`src/rtl/bg_seq_pkg.sv`:
```
// Shared encodings and helpers for the background layer sequencer.
// Layers are one-hot {bg3,bg2,bg1}; 000 means a black screen.
package bg_seq_pkg;

    localparam logic [1:0] ST_IDLE   = 2'd0;
    localparam logic [1:0] ST_ARM    = 2'd1;
    localparam logic [1:0] ST_RUN    = 2'd2;
    localparam logic [1:0] ST_SWITCH = 2'd3;

    localparam logic [2:0] LAYER_NONE = 3'b000;
    localparam logic [2:0] LAYER_BG1  = 3'b001;
    localparam logic [2:0] LAYER_BG2  = 3'b010;
    localparam logic [2:0] LAYER_BG3  = 3'b100;

    localparam int H_ACTIVE_DEF = 640;

    function automatic logic [1:0] pop3(input logic [2:0] m);
        return {1'b0, m[0]} + {1'b0, m[1]} + {1'b0, m[2]};
    endfunction

    // First set bit strictly after 'from' in bg1->bg2->bg3 order,
    // wrapping around; from=000 starts the search at bg1.
    function automatic logic [2:0] next_layer(input logic [2:0] m,
                                              input logic [2:0] from);
        logic [2:0] r;
        r = LAYER_NONE;
        if (from == LAYER_BG1) begin
            if (m[1])      r = LAYER_BG2;
            else if (m[2]) r = LAYER_BG3;
            else if (m[0]) r = LAYER_BG1;
        end else if (from == LAYER_BG2) begin
            if (m[2])      r = LAYER_BG3;
            else if (m[0]) r = LAYER_BG1;
            else if (m[1]) r = LAYER_BG2;
        end else begin
            if (m[0])      r = LAYER_BG1;
            else if (m[1]) r = LAYER_BG2;
            else if (m[2]) r = LAYER_BG3;
        end
        return r;
    endfunction

endpackage

```
`src/rtl/bg_layer_sequencer_scroll.sv`:
```
// Horizontal scroll accumulator, wrapping modulo the visible width.
// Clear has priority over advance.
module bg_scroll_accum
    import bg_seq_pkg::*;
#(
    parameter int H_ACTIVE = H_ACTIVE_DEF
) (
    input  logic       clk,
    input  logic       rst,
    input  logic [3:0] step,
    input  logic       advance,
    input  logic       clear,
    output logic [9:0] pos
);

    localparam logic [10:0] WRAP = 11'(H_ACTIVE);

    logic [10:0] sum;
    logic [10:0] wrapped;

    assign sum     = {1'b0, pos} + {7'd0, step};
    assign wrapped = sum - WRAP;

    // Offset register: cleared on layer change, stepped once per frame
    always_ff @(posedge clk) begin
        if (rst || clear) begin
            pos <= '0;
        end else if (advance) begin
            pos <= (sum >= WRAP) ? wrapped[9:0] : sum[9:0];
        end
    end

endmodule

```
`src/rtl/bg_layer_sequencer.sv`:
```
// Frame-synchronous background layer sequencer: layer choice, blank
// frame between layers, auto rotation, scroll offset, sticky irq.
module bg_layer_sequencer
    import bg_seq_pkg::*;
#(
    parameter int H_ACTIVE = H_ACTIVE_DEF,
    parameter int DWELL_W  = 8
) (
    input  logic               clk,
    input  logic               rst,
    input  logic               enable,
    input  logic [2:0]         req_mask,
    input  logic               auto_cycle,
    input  logic [DWELL_W-1:0] dwell,
    input  logic [3:0]         scroll_step,
    input  logic               irq_clear,
    input  logic               vsync,
    output logic               vga_en,
    output logic [2:0]         layer_sel,
    output logic [9:0]         scroll_x,
    output logic [7:0]         frame_cnt,
    output logic               irq
);

    logic               vsync_q;
    logic               vsync_rise;
    logic               frame_go;
    logic [1:0]         state;
    logic [2:0]         cur;
    logic [2:0]         rot;
    logic [2:0]         target;
    logic [2:0]         hold_l;
    logic [DWELL_W-1:0] dwell_cnt;
    logic [DWELL_W-1:0] dwell_m1;
    logic               rotate;
    logic               err;
    logic               advance;
    logic               clear;

    assign vsync_rise = vsync & ~vsync_q;
    assign frame_go   = vsync_rise & enable & (state != ST_IDLE);
    assign dwell_m1   = (dwell == '0) ? '0 : dwell - DWELL_W'(1);
    // >= keeps rotation alive if dwell shrinks below the running count
    assign rotate     = ((state == ST_RUN) || (state == ST_SWITCH))
                        && (dwell_cnt >= dwell_m1);

    // Target layer for this frame from the mask and the rotation pointer
    always_comb begin
        err    = 1'b0;
        target = LAYER_NONE;
        hold_l = ((rot & req_mask) != LAYER_NONE) ? rot
                                                  : next_layer(req_mask, rot);
        if (auto_cycle) begin
            target = rotate ? next_layer(req_mask, rot) : hold_l;
        end else if (pop3(req_mask) == 2'd1) begin
            target = req_mask;
        end else begin
            err = (pop3(req_mask) > 2'd1);
        end
    end

    assign advance = frame_go && (state == ST_RUN)
                     && (target == cur) && (cur != LAYER_NONE);
    assign clear   = !enable || (frame_go && (state == ST_SWITCH));

    // Sequencer FSM, frame counter, dwell counter and rotation pointer
    always_ff @(posedge clk) begin
        if (rst) begin
            vsync_q   <= 1'b0;
            state     <= ST_IDLE;
            cur       <= LAYER_NONE;
            rot       <= LAYER_NONE;
            dwell_cnt <= '0;
            vga_en    <= 1'b0;
            layer_sel <= LAYER_NONE;
            frame_cnt <= '0;
        end else begin
            vsync_q <= vsync;
            if (!enable) begin
                state     <= ST_IDLE;
                cur       <= LAYER_NONE;
                rot       <= LAYER_NONE;
                dwell_cnt <= '0;
                vga_en    <= 1'b0;
                layer_sel <= LAYER_NONE;
                frame_cnt <= '0;
            end else if (state == ST_IDLE) begin
                state  <= ST_ARM;
                vga_en <= 1'b1;
            end else if (vsync_rise) begin
                frame_cnt <= frame_cnt + 8'd1;
                // manual mode parks the pointer so auto restarts at bg1
                rot <= auto_cycle ? target : LAYER_NONE;
                if (!auto_cycle || rotate || (state == ST_ARM)) begin
                    dwell_cnt <= '0;
                end else begin
                    dwell_cnt <= dwell_cnt + DWELL_W'(1);
                end
                case (state)
                    ST_ARM, ST_SWITCH: begin
                        state     <= ST_RUN;
                        cur       <= target;
                        layer_sel <= target;
                    end
                    ST_RUN: begin
                        if (target != cur) begin
                            state     <= ST_SWITCH;
                            layer_sel <= LAYER_NONE;
                        end
                    end
                    default: ;
                endcase
            end
        end
    end

    // Sticky misconfiguration flag; a new error beats a clear
    always_ff @(posedge clk) begin
        if (rst) begin
            irq <= 1'b0;
        end else if (frame_go && err) begin
            irq <= 1'b1;
        end else if (irq_clear) begin
            irq <= 1'b0;
        end
    end

    bg_scroll_accum #(
        .H_ACTIVE(H_ACTIVE)
    ) u_scroll (
        .clk    (clk),
        .rst    (rst),
        .step   (scroll_step),
        .advance(advance),
        .clear  (clear),
        .pos    (scroll_x)
    );

endmodule

```
`config.mk`:
```
export PLATFORM = sky130hd
export DESIGN_NAME = bg_layer_sequencer
export DESIGN_NICKNAME = d
export VERILOG_FILES = /design/src/rtl/bg_seq_pkg.sv /design/src/rtl/bg_layer_sequencer_scroll.sv /design/src/rtl/bg_layer_sequencer.sv
export SDC_FILE = /design/constraint.sdc
export NUM_CORES = 1
export LEC_CHECK = 0
export CAP_MARGIN = 10
export CORE_MARGIN = 3
export CORE_UTILIZATION = 56
export DETAILED_ROUTE_END_ITERATION = 6
export PLACE_DENSITY = 0.88
export SLEW_MARGIN = 20
export SYNTH_ARGS = -nofsm -noshare
export SYNTH_HDL_FRONTEND = slang
export SYNTH_SLANG_ARGS = --single-unit
```
`constraint.sdc`:
```
create_clock -name clk -period 11.76 [get_ports clk]
set_input_delay 1.176 -clock clk [delete_from_list [all_inputs] [get_ports clk]]
set_output_delay 1.176 -clock clk [all_outputs]
set_load 0.05 [all_outputs]
```
# Word level (Yosys, flattened, before mapping)
# Index checks and enable logic that the tools add are counted.
# word_totals
register_bits	40
elab_cells	97
in_bits	21
output_inout_bits	23
# classes
magnitude_cmp	3
n_eq_ne	10
addsub	7
bitwise	7
reduce_logical	30
mux	29
# op_table
op	count
two-way mux 3 bit	14
adder 8 x 1 -> 8 bit, second input constant	2
two-way mux 8 bit	2
adder 10 x 4 -> 11 bit	1
greater-or-equal comparator 11 x 10 -> 1 bit, second input constant	1
two-way mux 10 bit	1
subtractor 10 bit, second input constant	1
AND reduction 3 bit	3
nonzero test 3 bit	3
greater-or-equal comparator 8 bit	1
logical NOT 8 bit	1
nonzero test 2 bit	4
subtractor 8 x 1 -> 8 bit, second input constant	1
two-way mux 1 bit	7
logical AND 1 bit	6
two-way mux 2 bit	3
case mux 3 bit (2 select lines)	1
logical OR 1 bit	5
== test 2 x 1 -> 1 bit, second input constant	2
== test 2 bit, second input constant	2
case mux 2 bit (2 select lines)	1
AND reduction 4 bit	1
OR reduction 2 bit	2
AND 1 bit	3
other kinds (15)	18

# Depth between registers and ports, before layout
# Gate-level depths: netlist (run 1).
# logic_depth
depth_word	13
mapped_depth	17

# Hierarchy
# From an unflattened synthesis (run 1), not the netlist that was laid out.
# hier_totals
cells_unflattened	326
hier_area_um2	2685.1
# modules_own_cells
module	area_each_um2	n_inst	cells_per_inst
bg_layer_sequencer	1899.3	1	236
bg_scroll_accum	785.8	1	90

# Worst setup path after synthesis (run 1)
# OpenSTA, ideal clock, no wires.
# synth_path
kind	input -> register
startpoint	in dwell[6]
endpoint	reg u_scroll.pos[7]
cell_stages	14
setup_slack_ns	7.107
arrival_time_ns	4.582
cell_sequence	or4_1 > or3_1 > and2_1 > ha_1 > nor3b_1 > o21a_1 > o22ai_1 > nor2_1 > o21a_1 > nor4_4 > nand2_2 > buf_6 > or4_1 > a21oi_1
# synth_between
elab_chain_cells	9
elab_cells_between_ends	10
cone_classes	add/sub: 1; order compare: 1; eq/ne: 1; mux: 3; reduce/logical: 4
# synth_lines
element	line	source
start, declared	bg_layer_sequencer.sv:14	input logic [DWELL_W-1:0] dwell,
subtractor 8 x 1 -> 8 bit / logical NOT 8 bit (equally long branches)	bg_layer_sequencer.sv:42	assign dwell_m1 = (dwell == '0) ? '0 : dwell - DWELL_W'(1);
two-way mux 8 bit (*)	bg_layer_sequencer.sv:42	
greater-or-equal comparator 8 bit (*)	bg_layer_sequencer.sv:45	&& (dwell_cnt >= dwell_m1);
logical AND 1 bit (*)	bg_layer_sequencer.sv:45	
two-way mux 3 bit (*)	bg_layer_sequencer.sv:54	target = rotate ? next_layer(req_mask, rot) : hold_l;
two-way mux 3 bit (*)	bg_layer_sequencer.sv:53	if (auto_cycle) begin
== test 3 bit (*)	bg_layer_sequencer.sv:63	&& (target == cur) && (cur != LAYER_NONE);
logical AND 1 bit (*) (2 in series)	bg_layer_sequencer.sv:63	
end signal, assigned	bg_layer_sequencer_scroll.sv:29	pos <= (sum >= WRAP) ? wrapped[9:0] : sum[9:0];
end, declared	bg_layer_sequencer_scroll.sv:13	output logic [9:0] pos
# Mark *: on every way between the ends. The rest lies on a longest branch, timed or not.
# A chain may end at the register's enable or synchronous reset.

# Worst setup path after layout (run 1)
# layout_path
startpoint	in dwell[3]
endpoint	reg u_scroll.pos[7]
# Same word-level chain as after synthesis.

==> results.md, run 1 <==
* Status: finished clean
* Crit path kind: primary input to register
* Final worst-path cycle share at 43.5%
* Synthesized Nets at 373
* Final Hold Vio Count at 0
* Cts hold-fix bufs at 0
* First-pass GRT wire length at 10.5 mm
* Core Footprint at 0.00453 sq mm
* Worst VDD drop at 0.0833 mV
* Crit path launch: dwell[3]
* WL/cell at 14.4 um
* Die ar. at 0.00576 sq mm
* Maxcap violations at 0
* Max Root-Sink Buffers at 2
* # Post-CTS Setup Buffers at 0
* Crit path launch type: primary input
* I/O Buffers at 43
* Initial antenna violation count at 0
* Multi-input gate area at 0.00182 sq mm
* Vias per cell at 5.78
* Area of the mapped netlist at 0.00273 sq mm
* # DRC at 0
* Predominant post-synthesis flop cell: dfxtp_1
* H-tree levels at 2
* Hold Crit Class: register to register
* Worst r2r src: u_scroll.pos[0]
* Vias in the first global route at 2435
* Final min period at 5.12 ns
* Yosys reg bits at 40
* Final setup TNS at 0 ns
* Total grt overflow at 0
* Hold path startpoint: irq
* Total CTS buffers at 5
* Nature of the critical path endpoint: register
* ANT cells at 0
* Synth area leaders: dfxtp_1 29%, ha_1 7.8%, xor2_1 6.4%
* Cell variety after synth at 58
* Pin count of the biggest net entering global routing at 22
* CP max FO at 11
* Arrival time at the worst endpoint at 5.35 ns
* DIE HEIGHT at 75.9 um
* Initial Util at 60.3%
* Via count at 2544
* Worst slew pin tran at 0.832 ns
* Initial DRC Count at 163
* RSZ-0062 raised after global routing: false
* Ys async rst share at 0%
* Share of layout cells above drive strength 1 at 6.67%
* Die width at 75.9 um
* Antenna Nets Post-Route at 0
* Leading area contributor after synthesis: dfxtp_1
* Total power at 0.270 mW
* Worst clock skew at 0.00290 ns
* Post_cts resized at 0
* Clk sinks at 40
* Max Slew Vio Count at 0
* Pwr Density at 81.9 mW/mm^2
* Clk root buf: clkbuf_8
* Sequential area share after synthesis at 29.3%
* Syn Area/Cell at 8.21 sq um
* Routed WL at 6.32 mm
* Worst hold stages at 2
* Post-layout util at 72.7%
* Mapped Cells at 333
* Lkg Pwr at 1.21 nW
* Worst skew pair latency at 0.30 ns
* Worst-path clk slew at 0.08 ns
* Fin worst setup slack at 6.64 ns
* Drt first pass iters at 4
* Nets@finish at 414
* Post-synth EDFFs at 0
* Area share of the largest cell type after synthesis at 29.3%
* Dpl hpwl at 4.64 mm
* Io pins at 44
* Worst EP required at 11.99 ns
* Setup WS pre-CTS at 6.38 ns
* Fmax achieved at 195 MHz
* Site row count at 24
* Worst R2R Path Depth at 13
* Slew margin rel. at 44.5%
* Warnings from Yosys at 0
* Register Area at 801 sq um
* Filler cells at 346
* CTS tree: built
* Layout area overhead at 20.5%
* Gr usage total at 23.0%
* # setup viols final at 0
* Gp weighted congestion at 0.874
==> stage by stage <==
step                      std cells  hold WS (ns)  instance area [sq um]
after global routing            440         0.495                   3290
after CTS                       440         0.476                   3290
final                           440         0.472                   3290
after floorplan                 333         0.485                   2730
after detailed placement        432         0.462                   3200
after global placement          432         0.453                   3200
==> worst max-delay path: stages <==
cell,delay (ns)
clkdlybuf4s50_1,0.48
or4_1,0.51
or3_1,0.45
and2_1,0.20
ha_1,0.27
nor3b_1,0.05
o21a_1,0.19
o22a_2,0.28
a221oi_2,0.35
nor3_1,0.14
nor4_4,0.34
nand2_2,0.23
or4_1,0.54
a21oi_1,0.14
==> synthesized netlist by cell type, types with 3 or more instances <==
| cell | number |
|---|---|
| nor2_1 | 46 |
| dfxtp_1 | 40 |
| nand2_1 | 30 |
| xor2_1 | 20 |
| a21oi_1 | 17 |
| ha_1 | 17 |
| inv_1 | 16 |
| nand3_1 | 12 |
| o21ai_0 | 10 |
| nand2b_1 | 9 |
| xnor2_1 | 9 |
| clkbuf_1 | 6 |
| nor3_1 | 6 |
| and2_1 | 5 |
| nand4_1 | 5 |
| nor2b_1 | 5 |
| a21o_1 | 4 |
| a22o_1 | 4 |
| and3_1 | 4 |
| mux2i_1 | 4 |
| nor3b_1 | 4 |
| a32oi_1 | 3 |
| o21a_1 | 3 |
| o21ai_1 | 3 |
| or3_1 | 3 |
| or4_1 | 3 |
==> worst paths after layout <==
kind | end | slack, ns
setup / recovery | u_scroll.pos[7] | 6.64
hold / removal | irq | 0.47
hold reg to reg | irq | 0.47
setup reg to reg | u_scroll.pos[7] | 8.24
==> kinds of logic (layout without fill, tap and decap cells) <==
logic type	Yosys count	in the layout	share of synthesized area (%)
DFF	40	40	29.3
AOI/OAI and AO/OA	66	66	17.3
adders and majority gates	19	19	9.24
muxes	7	7	2.84
buffers and inverters	26	68	4.12
xor gates and xnor gates	29	29	9.29
and+or+nand+nor	146	146	28.0
==> flip-flops by register name (all words and copies together), names as in the netlist, 2 cells and up <==
register / count
u_scroll.pos: 10
rot: 3
cur: 3
dwell_cnt: 8
layer_sel: 3
state: 2
frame_cnt: 8
==> power breakdown <==
| group | internal [mW] | leakage (nW) | switching (mW) |
|---|---|---|---|
| sequential | 0.136 | 0.323 | 0.00105 |
| clock | 0.0477 | 0.0445 | 0.0494 |
| combinational | 0.0163 | 0.844 | 0.0190 |
==> per-layer routing <==
layer	global-route usage [%]	share of wire [%]
met1	30.9	46
met3	4.75	6.0
met2	36.9	47
met4	6.99	1.2
met5	0	0
==> final cells by class <==
| class | instances | area share (%) |
|---|---|---|
| timing repair buffer | 44 | 13.3 |
| multi-input combinational | 267 | 55.3 |
| clock inverter | 1 | 0.228 |
| clock buffer | 7 | 2.62 |
| inverter | 16 | 1.82 |
| tap | 65 | 2.47 |
| sequential | 40 | 24.3 |
==> cell usage in the layout (no fill, tap or decap), drive strengths merged, types with 4 or more instances in the layout <==
cell	count
a22o	4
inv	16
xnor2	9
dfxtp	40
nor2	46
xor2	20
clkdlybuf4s50	43
or4	4
nor2b	5
o21ai	13
nor3b	5
a21o	4
nor3	6
nand2b	9
nand4	5
mux2i	4
and3	5
nand3	12
a21oi	18
clkbuf	7
a211oi	4
nand2	32
ha	17
and2	5
Power figures use the tool's default switching activity.
==> inputs of run 2 (changes only) <==
Settings changed: CORE_UTILIZATION 56 to 49, PLACE_DENSITY 0.88 to 0.82.
Clock period 11.76 ns to 4.67 ns, I/O delays scaled along.
==> run 2 against run 1 <==
Effect of this change:
- register-to-register slack worse by 7.2 ns
- largest cell class unchanged
- setup slack worse by 6.3 ns
- clock-buffer cell count down 2
- routed wire length fell by 2.4%
- sequential cell count unchanged
- core utilization is 8.2 points lower
- total power grew to 3.1 times the previous value
- clock power rose to 4.1 times the previous value
- largest power group is now the clock network
- clock skew up 0.0076 ns
==> results.md, run 2 (synthesis results as in run 1) <==
* Status: finished clean (unchanged)
* Crit path kind: primary input to register (unchanged)
* Maxcap violations at 0 (unchanged)
* Top flop regs: u_scroll.pos: 10 flops, dwell_cnt: 8 flops, frame_cnt: 8 flops (unchanged)
* Worst slew pin tran at 0.802 ns (was 0.832 ns)
* Internal power at 0.652 mW (was 0.200 mW)
* Post_cts resized at 0 (unchanged)
* Largest Register: u_scroll.pos (unchanged)
* Antenna Nets Post-Route at 0 (unchanged)
* RSZ-0062 raised after global routing: false (unchanged)
* Net Sw Frac at 21.3% (was 25.7%)
* Vias in the first global route at 2354 (was 2435)
* # Post-CTS Setup Buffers at 0 (unchanged)
* Initial Util at 52.2% (was 60.3%)
* Initial DRC Count at 107 (was 163)
* Site row count at 26 (was 24)
* Nature of the critical path endpoint: register (unchanged)
* Most frequent cells in the layout: 46 x nor2_1, 43 x clkdlybuf4s50_1, 40 x dfxtp_1 (unchanged)
* Nets@finish at 415 (was 414)
* Worst VDD drop at 0.238 mV (was 0.0833 mV)
* DIE HEIGHT at 80.7 um (was 75.9 um)
* Drt first pass iters at 4 (unchanged)
* I/O Buffers at 43 (unchanged)
* Largest register FFs at 10 (unchanged)
* Worst clock skew at 0.0105 ns (was 0.00290 ns)
* Psw at 0.177 mW (was 0.0694 mW)
* Commonest non-fill, non-tap cell in the layout: nor2_1 (unchanged)
* Clk root buf: clkbuf_8 (unchanged)
* Pin count of the biggest net entering global routing at 22 (unchanged)
* Total grt overflow at 0 (unchanged)
* Die width at 80.7 um (was 75.9 um)
* Fin worst setup slack at 0.363 ns (was 6.64 ns)
* Worst-path clk slew at 0.08 ns (about the same)
* Total CTS buffers at 5 (unchanged)
* CP max FO at 10 (was 11)
* H-tree levels at 2 (unchanged)
* Clk sinks at 40 (unchanged)
* First-pass GRT wire length at 10.5 mm (about the same)
* Lkg Pwr at 1.25 nW (was 1.21 nW)
* Initial antenna violation count at 0 (unchanged)
* Routed WL at 6.17 mm (was 6.32 mm)
* Core Footprint at 0.00524 sq mm (was 0.00453 sq mm)
* Sequential Power Share at 41.7% (was 50.9%)
* Setup WS pre-CTS at 0.134 ns (was 6.38 ns)
* WL/cell at 13.8 um (was 14.4 um)
* Clk network pwr share at 47.6% (was 36.0%)
* # DRC at 0 (unchanged)
* Max Root-Sink Buffers at 2 (unchanged)
* Fmax achieved at 232 MHz
* Worst skew pair latency at 0.29 ns (was 0.30 ns)
* Final setup TNS at 0 ns (unchanged)
* Pwr Density at 246 mW/mm^2 (was 81.9 mW/mm^2)
* Slew margin rel. at 46.5% (was 44.5%)
* Max Slew Vio Count at 0 (unchanged)
* Final worst-path cycle share at 92.2%
* Arrival time at the worst endpoint at 4.55 ns (was 5.35 ns)
* Cts hold-fix bufs at 0 (unchanged)
* Crit path launch type: primary input (unchanged)
* Die ar. at 0.00651 sq mm (was 0.00576 sq mm)
* Gate power share at 10.7% (was 13.1%)
* Worst EP required at 4.91 ns (was 11.99 ns)
* # setup viols final at 0 (unchanged)
* Vias per cell at 5.65 (was 5.78)
* ANT cells at 0 (unchanged)
* Gr usage total at 20.2% (was 23.0%)
* Gp weighted congestion at 0.925 (was 0.874)
* Final min period at 4.31 ns
* Share of layout cells above drive strength 1 at 7.18% (was 6.67%)
* Layout area overhead at 23.4% (was 20.5%)
* Final Hold Vio Count at 0 (unchanged)
* CTS tree: built (unchanged)
* Dpl hpwl at 4.61 mm (was 4.64 mm)
* Via count at 2522 (was 2544)
* Hold Crit Class: register to register (unchanged)
* Io pins at 44 (unchanged)
==> run 2: changes by cell type in the layout (fill, tap and decap cells not counted) <==
| cell | previous run | this run |
|---|---|---|
| clkinvlp_4 | 1 | 0 |
| buf_4 | 1 | 2 |
| bufinv_16 | 0 | 3 |
| clkbuf_8 | 6 | 5 |
| clkbuf_1 | 1 | 0 |
==> run 2: power groups by stage <==
stage | registers, mW | clock network [mW] | logic, mW
floorplan | 0.357 | 0 | 0.0488
global placement | 0.354 | 0 | 0.0856
detailed placement | 0.354 | 0 | 0.0875
CTS | 0.346 | 0.398 | 0.0886
global route | 0.347 | 0.414 | 0.0983
finish | 0.346 | 0.394 | 0.0885
==> run 2: worst paths after layout <==
| path | startpoint | to | slack, ns | depth (start not counted) |
|---|---|---|---|---|
| hold reg to reg | irq | irq | 0.48 | 2 |
| setup / recovery | dwell[3] | layer_sel[1] | 0.36 | 14 |
| hold / removal | irq | irq | 0.48 | 2 |
| setup reg to reg | u_scroll.pos[0] | u_scroll.pos[7] | 1.04 | 13 |
==> run 2: per-layer routing <==
metal | routed length [um] | share of wire, % | track usage, % | up-vias
met5 | 0 | 0 | 0 | -
met4 | 83 | 1.3 | 6.25 | 0
met3 | 371 | 6.0 | 4.82 | 9
met2 | 2820 | 46 | 31.4 | 59
met1 | 2890 | 47 | 27.5 | 1192
li1 | - | - | - | 1262
==> run 2: metrics by stage <==
step | hold slack [ns] | cell area, sq um | power (mW) | utilization [%] | cells
floorplan | 0.485 | 2730 | 0.406 | - | 333
global placement | 0.452 | 3210 | 0.439 | 61.4 | 438
detailed placement | 0.463 | 3210 | 0.441 | 61.4 | 438
CTS | 0.487 | 3370 | 0.833 | 64.4 | 446
global route | 0.515 | 3370 | 0.859 | 64.4 | 446
finish | 0.478 | 3370 | 0.829 | 64.4 | 446
==> run 2: critical path: stages <==
cell             delay [ns]
clkdlybuf4s50_1        0.48
or4_1                  0.51
or3_1                  0.44
and2_1                 0.20
ha_1                   0.27
nor3b_1                0.21
o21a_1                 0.18
o22a_2                 0.20
nand2_2                0.14
o211ai_2               0.32
xor2_1                 0.10
or4_2                  0.59
a21oi_1                0.25
a22o_1                 0.18
==> run 2: layout make-up <==
class | instances | area, sq um
fill | 447 | 1860
multi-input combinational | 267 | 1820
sequential | 40 | 801
timing repair buffer | 45 | 445
clock inverter | 3 | 90.1
tap | 70 | 87.6
clock buffer | 5 | 68.8
inverter | 16 | 60.1
